### config.mk
export PLATFORM = sky130hd
export DESIGN_NAME = fdd_track_cache
export DESIGN_NICKNAME = d
export VERILOG_FILES = /design/src/rtl/fdd_track_cache.sv
export SDC_FILE = /design/constraint.sdc
export NUM_CORES = 1
export LEC_CHECK = 0
export ABC_AREA = 1
export BUFFER_PORTS_ARGS = -buffer_cell sky130_fd_sc_hd__buf_2
export CORE_MARGIN = 4
export CORE_UTILIZATION = 45
export DETAILED_ROUTE_END_ITERATION = 16
export PLACE_DENSITY = 0.67
export SLEW_MARGIN = 20
export SYNTH_ARGS = -nofsm -noshare
export SYNTH_HDL_FRONTEND = slang
export SYNTH_SLANG_ARGS = --single-unit
export TNS_END_PERCENT = 10
### constraint.sdc
create_clock -name clk_sys -period 5.1 [get_ports clk_sys]
set_input_delay 1.02 -clock clk_sys [delete_from_list [all_inputs] [get_ports clk_sys]]
set_output_delay 1.02 -clock clk_sys [all_outputs]
set_load 0.05 [all_outputs]
### src/rtl/fdd_track_cache.sv
// Floppy track cache: writes back dirty sectors of the cached track, then loads the
// requested track block by block over the SD block interface while stalling the CPU.
module fdd_track_cache #(
    parameter int unsigned SECTORS = 13,
    parameter int unsigned DRIVES  = 2,
    parameter int unsigned TRACK_W = 6,
    localparam int unsigned DRV_W  = (DRIVES > 1) ? $clog2(DRIVES) : 1
) (
    input  logic                       clk_sys,
    input  logic                       reset,
    input  logic [DRV_W-1:0]           drive_sel,
    input  logic [DRIVES*TRACK_W-1:0]  track,
    input  logic [DRIVES-1:0]          img_mounted,
    input  logic                       img_size_nz,
    input  logic                       img_readonly,
    input  logic                       fd_write_disk,
    input  logic [12:0]                fd_track_addr,
    output logic [31:0]                sd_lba,
    output logic [DRIVES-1:0]          sd_rd,
    output logic [DRIVES-1:0]          sd_wr,
    input  logic [DRIVES-1:0]          sd_ack,
    output logic [3:0]                 buf_sec,
    output logic                       cpu_wait,
    output logic                       busy
);

    localparam int unsigned NSEL     = 1 << DRV_W;
    localparam logic [3:0]  LAST_SEC = 4'(SECTORS - 1);

    typedef enum logic [1:0] {StIdle, StFlush, StLoad} state_e;
    typedef enum logic [1:0] {PhReq, PhRise, PhFall} phase_e;

    state_e               state_q, state_d;
    phase_e               phase_q, phase_d;
    logic [3:0]           sec_q, sec_d;
    logic [31:0]          lba_q, lba_d;
    logic [DRIVES-1:0]    rd_q, rd_d, wr_q, wr_d, ack_q;
    logic [DRV_W-1:0]     cached_drive_q, cached_drive_d, pend_drive_q, pend_drive_d;
    logic [TRACK_W-1:0]   cached_track_q, cached_track_d, pend_track_q, pend_track_d;
    logic                 valid_q, valid_d, abort_q, abort_d;
    logic [SECTORS-1:0]   dirty_q, dirty_d, wr_set;
    logic [DRIVES-1:0]    mounted_q, mounted_d, ro_q, ro_d;

    // Padded copies so any drive_sel value indexes safely.
    logic [NSEL-1:0]         mounted_pad, ro_pad, mnt_pad, ack_pad, ack_q_pad, drv_onehot;
    logic [NSEL*TRACK_W-1:0] track_pad;
    logic [TRACK_W-1:0]      track_sel;
    logic [3:0]              low_sec;
    logic                    miss, ack_rise, ack_fall;
    logic                    unused_addr;

    assign unused_addr = ^fd_track_addr[8:0];

    always_comb begin
        mounted_pad = '0;
        mounted_pad[DRIVES-1:0] = mounted_q;
        ro_pad = '0;
        ro_pad[DRIVES-1:0] = ro_q;
        mnt_pad = '0;
        mnt_pad[DRIVES-1:0] = img_mounted;
        ack_pad = '0;
        ack_pad[DRIVES-1:0] = sd_ack;
        ack_q_pad = '0;
        ack_q_pad[DRIVES-1:0] = ack_q;
        track_pad = '0;
        track_pad[DRIVES*TRACK_W-1:0] = track;
        track_sel = track_pad[drive_sel*TRACK_W +: TRACK_W];
        drv_onehot = NSEL'(1) << cached_drive_q;
    end

    assign busy     = (state_q != StIdle);
    assign cpu_wait = busy;
    assign sd_lba   = lba_q;
    assign sd_rd    = rd_q;
    assign sd_wr    = wr_q;
    assign buf_sec  = busy ? sec_q : 4'd0;

    assign ack_rise = ack_pad[cached_drive_q] & ~ack_q_pad[cached_drive_q];
    assign ack_fall = ~ack_pad[cached_drive_q] & ack_q_pad[cached_drive_q];
    assign miss = (state_q == StIdle) && mounted_pad[drive_sel] &&
                  (!valid_q || (drive_sel != cached_drive_q) || (track_sel != cached_track_q));

    always_comb begin
        low_sec = 4'd0;
        for (int i = int'(SECTORS) - 1; i >= 0; i--) begin
            if (dirty_q[i]) low_sec = 4'(i);
        end
        wr_set = '0;
        if (fd_write_disk && valid_q && !ro_pad[cached_drive_q]) begin
            for (int i = 0; i < int'(SECTORS); i++) begin
                if (fd_track_addr[12:9] == 4'(i)) wr_set[i] = 1'b1;
            end
        end
    end

    always_comb begin
        state_d        = state_q;
        phase_d        = phase_q;
        sec_d          = sec_q;
        lba_d          = lba_q;
        rd_d           = rd_q;
        wr_d           = wr_q;
        cached_drive_d = cached_drive_q;
        cached_track_d = cached_track_q;
        pend_drive_d   = pend_drive_q;
        pend_track_d   = pend_track_q;
        valid_d        = valid_q;
        dirty_d        = dirty_q;
        mounted_d      = mounted_q;
        ro_d           = ro_q;
        abort_d        = abort_q;

        unique case (state_q)
            StIdle: begin
                if (miss) begin
                    pend_drive_d = drive_sel;
                    pend_track_d = track_sel;
                    phase_d      = PhReq;
                    abort_d      = 1'b0;
                    if ((dirty_q != '0) && mounted_pad[cached_drive_q]) begin
                        state_d = StFlush;
                    end else begin
                        cached_drive_d = drive_sel;
                        cached_track_d = track_sel;
                        valid_d        = 1'b0;
                        dirty_d        = '0;
                        sec_d          = 4'd0;
                        state_d        = StLoad;
                    end
                end
            end
            default: begin
                unique case (phase_q)
                    PhReq: begin
                        if (abort_q) begin
                            state_d = StIdle;
                            abort_d = 1'b0;
                        end else begin
                            sec_d   = (state_q == StFlush) ? low_sec : sec_q;
                            lba_d   = 32'(cached_track_q) * 32'(SECTORS) + 32'(sec_d);
                            phase_d = PhRise;
                            if (state_q == StFlush) wr_d = drv_onehot[DRIVES-1:0];
                            else                    rd_d = drv_onehot[DRIVES-1:0];
                        end
                    end
                    PhRise: begin
                        if (ack_rise) begin
                            rd_d    = '0;
                            wr_d    = '0;
                            phase_d = PhFall;
                            if (state_q == StFlush) begin
                                for (int i = 0; i < int'(SECTORS); i++) begin
                                    if (sec_q == 4'(i)) dirty_d[i] = 1'b0;
                                end
                            end
                        end
                    end
                    PhFall: begin
                        if (ack_fall) begin
                            phase_d = PhReq;
                            if (abort_q) begin
                                state_d = StIdle;
                                abort_d = 1'b0;
                            end else if (state_q == StFlush) begin
                                if ((dirty_q | wr_set) == '0) begin
                                    cached_drive_d = pend_drive_q;
                                    cached_track_d = pend_track_q;
                                    valid_d        = 1'b0;
                                    sec_d          = 4'd0;
                                    state_d        = StLoad;
                                end
                            end else if (sec_q == LAST_SEC) begin
                                valid_d = 1'b1;
                                dirty_d = '0;
                                state_d = StIdle;
                            end else begin
                                sec_d = sec_q + 4'd1;
                            end
                        end
                    end
                    default: phase_d = PhReq;
                endcase
            end
        endcase

        // A write landing after the flush cleared its bit marks the sector dirty again.
        dirty_d = dirty_d | wr_set;

        for (int d = 0; d < int'(DRIVES); d++) begin
            if (img_mounted[d]) begin
                mounted_d[d] = img_size_nz;
                ro_d[d]      = img_readonly;
            end
        end
        // Remount of the cached drive mid-transfer: finish the handshake, drop the rest.
        if (busy && mnt_pad[cached_drive_q]) begin
            valid_d = 1'b0;
            dirty_d = '0;
            abort_d = 1'b1;
        end
    end

    always_ff @(posedge clk_sys) begin
        if (reset) begin
            state_q        <= StIdle;
            phase_q        <= PhReq;
            sec_q          <= '0;
            lba_q          <= '0;
            rd_q           <= '0;
            wr_q           <= '0;
            ack_q          <= '0;
            cached_drive_q <= '0;
            cached_track_q <= '0;
            pend_drive_q   <= '0;
            pend_track_q   <= '0;
            valid_q        <= 1'b0;
            abort_q        <= 1'b0;
            dirty_q        <= '0;
            mounted_q      <= '0;
            ro_q           <= '0;
        end else begin
            state_q        <= state_d;
            phase_q        <= phase_d;
            sec_q          <= sec_d;
            lba_q          <= lba_d;
            rd_q           <= rd_d;
            wr_q           <= wr_d;
            ack_q          <= sd_ack;
            cached_drive_q <= cached_drive_d;
            cached_track_q <= cached_track_d;
            pend_drive_q   <= pend_drive_d;
            pend_track_q   <= pend_track_d;
            valid_q        <= valid_d;
            abort_q        <= abort_d;
            dirty_q        <= dirty_d;
            mounted_q      <= mounted_d;
            ro_q           <= ro_d;
        end
    end

endmodule

Word-level counts from Yosys, hierarchy flattened

Cells that the tools add are included.

Bits in registers: 79
Bits of input ports: 35
Output and inout bits: 42
Logic and storage cells: 245

Add/sub/neg operators: 2
$mul: 2
Order comparisons: 2
Equal/unequal tests: 48
Shift operators: 2
Muxes and demuxes: 127
Bitwise gates (word level): 8
Reductions and logical operators: 36

Operator list:

| operator             | number |
|---|---|
| $mux 13              | 10 |
| $mux 4               | 24 |
| $mux 1               | 59 |
| $mux 6               | 8 |
| $eq 4x4->1 const B   | 10 |
| $mux 2               | 19 |
| $eq 4x3->1 const B   | 8 |
| $or 13x13->13        | 2 |
| $pmux 13 s2          | 1 |
| $eq 4x2->1 const B   | 4 |
| $ne 3x3->1 const B   | 5 |
| $reduce_and 7->1     | 2 |
| $logic_not 13->1     | 1 |
| $reduce_bool 13->1   | 1 |
| $ne 2x2->1 const B   | 6 |
| $ne 4x4->1 const B   | 3 |
| $pmux 2 s2           | 3 |
| $reduce_bool 2->1    | 6 |
| $shiftx 12x5->6      | 1 |
| $add 10x4->11        | 1 |
| $mul 6x4->10 const B | 1 |
| $ne 5x5->1 const B   | 2 |
| $reduce_and 5->1     | 2 |
| $eq 4x1->1 const B   | 2 |
| other kinds (28)     | 46 |

Logic depth before layout (Yosys ltp)

Gate-level depths: netlist of run 1.

Depth in word-level cells: 17
Gate-level depth with buffers: 24
Mapped depth without buffers: 24

Least setup slack after synthesis of run 1

No wires, ideal clock.

Kind: register to register
Start: register state_q[1]
End: register lba_q[8] (netlist: sd_lba[8])
Library setup time: 114 ps
Arrival: 2690 ps
Required time: 4986 ps
Path slack: 2296 ps
Stages on the path, launching flop included: 15
Buffers on the path: 0
Period minus slack after synthesis: 2804 ps
Cell sequence: dfxtp_1 > inv_1 > nand2_2 > nor4_1 > a21oi_1 > fa_1 > inv_1 > ha_1 > a21oi_1 > o21ai_0 > a21oi_1 > o21ai_0 > xor2_1 > o21bai_1 > inv_1

Word-level cells in the longest chain between the ends: 3
Elaborated cells between the ends (all ways): 6
Classes of those cells: 1 x add/sub; 1 x eq/ne; 1 x mux; 1 x bitwise; 2 x reduce/logical

Ends and longest elaborated chain:

| item                                                     | line     | RTL |
|---|---|---|
| from (decl)                                              | 33       | `state_e state_q, state_d;` |
| from (signal assigned)                                   | 205      | `state_q <= StIdle;` |
| from (signal assigned)                                   | 222      | `state_q <= state_d;` |
| $eq 2x1->1 / $logic_not 2->1 (equally long branches)     | 139, 113 |  |
| $mux 4 / $not 1->1 (equally long branches)               | n/a      |  |
| $add 10x4->11 / $reduce_and 3->1 (equally long branches) | n/a      |  |
| to (signal assigned)                                     | 225      | `lba_q <= lba_d;` |
| to (decl)                                                | 36       | `logic [31:0] lba_q, lba_d;` |

Several ways; a longest one is shown, not always the timed one.
A chain may end at the register's enable or synchronous reset.

Final worst setup path of run 1

Ends and elaborated chain as after synthesis.

==> results of run 1 <==
worst paths after layout:
check / start / end / slack (ps) / depth (start not counted)
setup / recovery: state_q[1] / sd_lba[8] / 1790 / 14
hold / removal: sd_wr[1] / sd_wr[1] / 440 / 2
setup reg to reg: state_q[1] / sd_lba[8] / 1790 / 14
hold reg to reg: sd_wr[1] / sd_wr[1] / 440 / 2
metrics by stage:
stage | worst slack (ps) | hold WS, ps
after global placement | 1860 | 434
final | 1790 | 443
after detailed placement | 1830 | 435
after floorplan | 2300 | 425
after global routing | 1480 | 469
after CTS | 1810 | 445
power by group:
part / internal [mW] / switching (mW)
registers: 0.572 / 0.107
clock network: 0.189 / 0.205
logic: 0.474 / 1.23
worst max-delay path, delay by kind of cell (launching register included):
| kind | cells | cell delay (ps) |
|---|---|---|
| buf+inv | 3 | 270 |
| compound gates | 6 | 960 |
| xor+xnor | 1 | 170 |
| flops | 1 | 400 |
| fa+ha+maj | 2 | 880 |
| simple gates | 2 | 530 |
final cells by class:
| cell class | instances | area [um2] | share of cell area (%) |
|---|---|---|---|
| flip-flops and latches | 58 | 1160 | 25.2 |
| multi-input cells | 473 | 2550 | 55.3 |
| repair buffers | 47 | 238 | 5.16 |
| clock buffers | 10 | 138 | 2.99 |
| inverters | 91 | 342 | 7.41 |
| clock inverters | 6 | 41.3 | 0.896 |
| well taps | 111 | 139 | 3.01 |
state kept, by name, summed over array words and instances (netlist names), 2 cells and up:
signal and flops:
ack_q 2, cached_track_q 6, dirty_q 13, mounted_pad 2, pend_track_q 6, phase_q 2
ro_pad 2, sd_lba 11, sd_rd 2, sd_wr 2, sec_q 4, state_q 2
per-layer routing:
metal,wire [um],vias to the layer above,GRT usage (%),part of all wire (%)
met2,5220,67,34.0,51
li1,-,2114,-,-
met1,4590,1863,23.1,44
met5,0,-,0,0
met3,366,11,4.45,3.5
met4,146,0,5.44,1.4
placed cells by master (no fill, tap or decap), types with 4 or more instances in the layout:
cell type and instances:
nor2_1 64, dfxtp_1 58, xor2_1 7, nand2_4 4, o21bai_1 4, o21ai_0 62
a21oi_1 48, nand3_1 53, clkbuf_8 10, fa_1 4, buf_2 46, nand4_1 11
nand2_1 133, inv_1 88, conb_1 21, ha_1 34
kinds of logic (layout without fill, tap and decap cells):
kind of cell / Yosys count / count (layout) / synth area share [%]
AOI/OAI and AO/OA: 128 / 128 / 16.2
xor gates and xnor gates: 9 / 9 / 1.86
adders and majority gates: 38 / 38 / 11.9
buffers and inverters: 133 / 154 / 14.3
DFF: 58 / 58 / 27.4
other: 1 / 21 / 0.0883
and+or+nand+nor: 277 / 277 / 28.3
==> results.rst, run 1 <==
.. list-table::
   :header-rows: 1

   * - Metric
     - Value
   * - Result of the run
     - finished clean
   * - Core area
     - 9200 um2
   * - Buffer count from post-CTS setup fixing
     - 0
   * - Worst-path cell with the longest stage delay
     - fa_1
   * - Sum of routed wire length over all layers
     - 10,300 um
   * - Remaining design rule violation count
     - 0
   * - Setup TNS
     - 0 ps
   * - Deepest clock path buffer count
     - 2
   * - Antenna violations before repair
     - 0
   * - Placed wire-length estimate
     - 7940 um
   * - Synth top area share
     - 27.4%
   * - Starting utilization of the core area
     - 46.2%
   * - End-of-flow core utilization
     - 50.1%
   * - Number of endpoints with negative hold slack in the final report
     - 0
   * - Least-Margin Pin Slew
     - 758 ps
   * - Num ports
     - 77
   * - Remaining number of nets flagged by the antenna check after routing
     - 0
   * - Mean routed wirelength per cell
     - 13.0 um
   * - Count of inserted antenna diode cells
     - 0
   * - Die Y
     - 105 um
   * - Reg clk slew, reported paths
     - 70 ps
   * - Count of placed standard cells in the final layout, fillers left out
     - 796
   * - TritonCTS clock tree
     - yes
   * - Seq/Total Area, Yosys
     - 27.4%
   * - Final clock skew
     - 9.91 ps
   * - Area growth from synthesis to layout
     - 8.58%
   * - Port-buffer cells
     - 46
   * - Post-synth EDFFs
     - 0
   * - Yosys reg bits
     - 58
   * - Resize count post-CTS
     - 0
   * - Layout Cell Area excl Fill
     - 4610 um2
   * - # hold bufs at CTS
     - 0
   * - Clock Sinks
     - 58
   * - Total clock buffers created by CTS
     - 9
   * - Biggest area consumer among synthesized cells
     - dfxtp_1
   * - Global placement routability congestion
     - 0.899
   * - Dpl cell area
     - 4430 um2
   * - Delay of the slowest critical-path stage
     - 550 ps
   * - Clock insertion delay at the later pin of the skew report
     - 350 ps
   * - Synthesized instance count
     - 644
   * - RSZ-0062 raised after global routing
     - false
   * - Highest attainable clock frequency
     - 302 MHz
   * - Clock root buffer master
     - clkbuf_8
   * - Worst max-slew margin expressed relative to the limit
     - 49.2%
   * - Maximum VDD drop
     - 0.271 mV
   * - Via count of the first global-routing pass
     - 3,851
   * - Pin count of the biggest net entering global routing
     - 36
   * - Data required time of the worst path
     - 5340 ps
   * - Cells along the critical path
     - inv_1, nand2_2, nor4_1, a21oi_1, fa_1, inv_1, ha_1, a21oi_1, o21ai_0, a21oi_1, o21ai_0, xor2_1, o21bai_1, inv_1
   * - Worst Path Class, Setup
     - register to register
   * - Most common library cells after synthesis
     - 133 x nand2_1, 88 x inv_1, 64 x nor2_1
   * - Mapped cell area
     - 4250 um2
   * - Cell variety after synth
     - 37
   * - Remaining Overflow, GRT
     - 0
   * - Data arrival time of the worst path
     - 3550 ps
   * - Most instantiated library cell after synthesis
     - nand2_1
   * - H-tree Lvls
     - 3
   * - Period minus WS final
     - 3310 ps
   * - Total placed cells including tap cells
     - 780
   * - Count of final max-slew check failures
     - 0
   * - Most instantiated flip-flop cell in the synthesis netlist
     - dfxtp_1
   * - Iteration count of the initial detailed-routing pass
     - 4
   * - Largest driver fanout on the critical path
     - 9
   * - Total Routing Usage GR
     - 19.2%
   * - First-pass GRT wire length
     - 17,500 um
   * - Max_cap viols
     - 0
   * - Final nets
     - 753
   * - Async set-or-reset flop fraction in the synthesized netlist
     - 0%
   * - Mean instance size in the synthesized netlist
     - 6.59 um2
   * - Type of the most critical hold path
     - register to register
   * - Crit path launch type
     - register
   * - Period utilisation layout
     - 64.9%
   * - Number of endpoints failing setup at the final stage
     - 0
   * - Post-layout power
     - 2.77 mW
   * - Yosys warning total
     - 0
   * - Drt initial violations
     - 205
   * - Total leakage power
     - 2.34 nW
   * - FP Rows
     - 35
   * - PD cells
     - 602 nW/um2
   * - Area of the die
     - 11,100 um2
   * - Worst Setup End Kind
     - register
   * - Fraction of final layout cells with drive strength greater than 1
     - 11.2%
   * - Routed via count
     - 4,055
   * - Largest cells by area after synthesis
     - dfxtp_1 27%, nand2_1 12%, ha_1 10%
   * - Vias per inst
     - 5.09
   * - Fillers
     - 948
   * - Die span in x
     - 105 um
No activity file was read; power rests on OpenSTA's default activity.
==> inputs of run 2 (changes only) <==
clock period = 3.3 ns   (was 5.1 ns; I/O delays follow)
==> run 2 against run 1 <==
Setup slack lost 1500 ps. Combinational power grew 60%. Critical path depth is the same. Final area grew 2.4%. Utilization grew 1.2 points. Via count grew 0.74%. First-iteration DRC count shrank 21%. Clock-buffer cell count grew 2. Critical path type unchanged.
==> results.rst, run 2 (same netlist as run 1, synthesis figures left out) <==
.. list-table::
   :header-rows: 1

   * - Metric
     - Value
   * - Remaining design rule violation count
     - 0
   * - Total Routing Usage GR
     - 19.0%
   * - Iteration count of the initial detailed-routing pass
     - 5
   * - Antenna violations before repair
     - 0
   * - Starting utilization of the core area
     - 46.2%
   * - Worst Setup End Kind
     - register
   * - Core area
     - 9200 um2
   * - FP Rows
     - 35
   * - Count of placed standard cells in the final layout, fillers left out
     - 806
   * - Post-layout power
     - 4.44 mW
   * - Setup TNS
     - 0 ps
   * - Fraction of final layout cells with drive strength greater than 1
     - 12.7%
   * - Area growth from synthesis to layout
     - 11.2%
   * - Data arrival time of the worst path
     - 3300 ps
   * - First-pass GRT wire length
     - 17,200 um
   * - Worst max-slew margin expressed relative to the limit
     - 50.6%
   * - Remaining number of nets flagged by the antenna check after routing
     - 0
   * - Period minus WS final
     - 3050 ps
   * - Placed wire-length estimate
     - 8090 um
   * - Die span in x
     - 105 um
   * - Count of final max-slew check failures
     - 0
   * - Crit path launch type
     - register
   * - Die Y
     - 105 um
   * - Crit. Startpoint
     - dirty_q[7]
   * - PD cells
     - 940 nW/um2
   * - Largest reg by FF count
     - dirty_q
   * - Drt initial violations
     - 162
   * - Type of the most critical hold path
     - register to register
   * - Final worst setup slack
     - 254 ps
   * - Least-Margin Pin Slew
     - 736 ps
   * - Cells along the critical path
     - nor2_1, nand2_1, nor4_2, a21oi_1, fa_1, inv_1, ha_1, a21oi_2, o21ai_0, a21oi_1, o21ai_0, xor2_1, o21bai_1, inv_1
   * - Routed via count
     - 4,085
   * - Reg clk slew, reported paths
     - 70 ps
   * - Sum of routed wire length over all layers
     - 10,400 um
   * - Number of flip-flops in the largest register
     - 13
   * - Dpl cell area
     - 4500 um2
   * - Final nets
     - 763
   * - Via count of the first global-routing pass
     - 3,819
   * - Commonest non-fill, non-tap cells in the layout
     - 133 x nand2_1, 88 x inv_1, 64 x nor2_1
   * - Global placement routability congestion
     - 0.888
   * - End-of-flow core utilization
     - 51.3%
   * - Layout Cell Area excl Fill
     - 4720 um2
   * - Area of the die
     - 11,100 um2
   * - Total leakage power
     - 2.40 nW
   * - Count of inserted antenna diode cells
     - 0
   * - H-tree Lvls
     - 3
   * - Pin count of the biggest net entering global routing
     - 26
   * - Highest attainable clock frequency
     - 328 MHz
   * - Number of endpoints with negative hold slack in the final report
     - 0
   * - Startpoint of the worst register-to-register path
     - dirty_q[7]
   * - Clock root buffer master
     - clkbuf_8
   * - Num ports
     - 77
   * - Number of endpoints failing setup at the final stage
     - 0
   * - Deepest clock path buffer count
     - 2
   * - Clock Sinks
     - 58
   * - Largest driver fanout on the critical path
     - 5
   * - Result of the run
     - finished clean
   * - Startpoint of the lowest-slack hold path
     - sd_rd[1]
   * - Delay of the slowest critical-path stage
     - 550 ps
   * - Most common cell after layout, fill and taps aside
     - nand2_1
   * - Placement Setup Slack
     - 174 ps
   * - Largest delay contributor family on the critical path
     - compound AO/OA/AOI/OAI gates
   * - Total clock buffers created by CTS
     - 9
   * - Remaining Overflow, GRT
     - 0
   * - TritonCTS clock tree
     - yes
   * - Maximum VDD drop
     - 0.401 mV
   * - Max_cap viols
     - 0
   * - Final clock skew
     - 15.3 ps
   * - Final-layout worst hold slack
     - 442 ps
   * - Worst Path Class, Setup
     - register to register
   * - Clock insertion delay at the later pin of the skew report
     - 350 ps
   * - Port-buffer cells
     - 46
   * - # hold bufs at CTS
     - 0
   * - Data required time of the worst path
     - 3550 ps
   * - Total placed cells including tap cells
     - 789
   * - Mean routed wirelength per cell
     - 12.9 um
   * - Vias per inst
     - 5.07
   * - Worst-path cell with the longest stage delay
     - fa_1
   * - Period utilisation layout
     - 92.3%
   * - Buf/Inv on CP
     - 2
run 2: path summary, 6_finish.rpt:
| check | end | slack, ps | depth (start not counted) |
|---|---|---|---|
| worst max-delay path | sd_lba[8] | 250 | 14 |
| worst min-delay path | sd_rd[1] | 440 | 2 |
| worst max register to register | sd_lba[8] | 250 | 14 |
| worst min register to register | sd_rd[1] | 440 | 2 |
run 2: timing repair:
item | in CTS | in global routing
setup buffers | 0 | 1
endpoints found under the setup margin | 0 | 2
resized for setup | 0 | 2
run 2: cell type report:
cell class | instances | area, um2
sequential | 58 | 1160
tap | 111 | 139
fill | 938 | 4480
timing repair buffer | 57 | 313
multi-input combinational | 473 | 2560
inverter | 91 | 342
clock buffer | 12 | 155
clock inverter | 4 | 50.0
run 2: report_power, final:
group | internal, mW | total (mW) | switching [mW]
registers | 0.883 | 1.02 | 0.138
logic | 0.802 | 2.72 | 1.92
clock network | 0.389 | 0.699 | 0.310
run 2: worst reg2reg max path: cells and delay by family, from the launching register on:
family                     cells  cell delay, ps
DFF                            1             320
AOI/OAI and AO/OA              6             890
buffers and inverters          2              90
xor gates and xnor gates       1             170
and+or+nand+nor                3             600
adders and majority gates      2             890
run 2: layer usage:
layer / global-route usage, % / routed length [um]
met5: 0 / 0
met4: 6.00 / 137
met3: 3.58 / 417
met2: 34.7 / 5360
met1: 22.2 / 4440
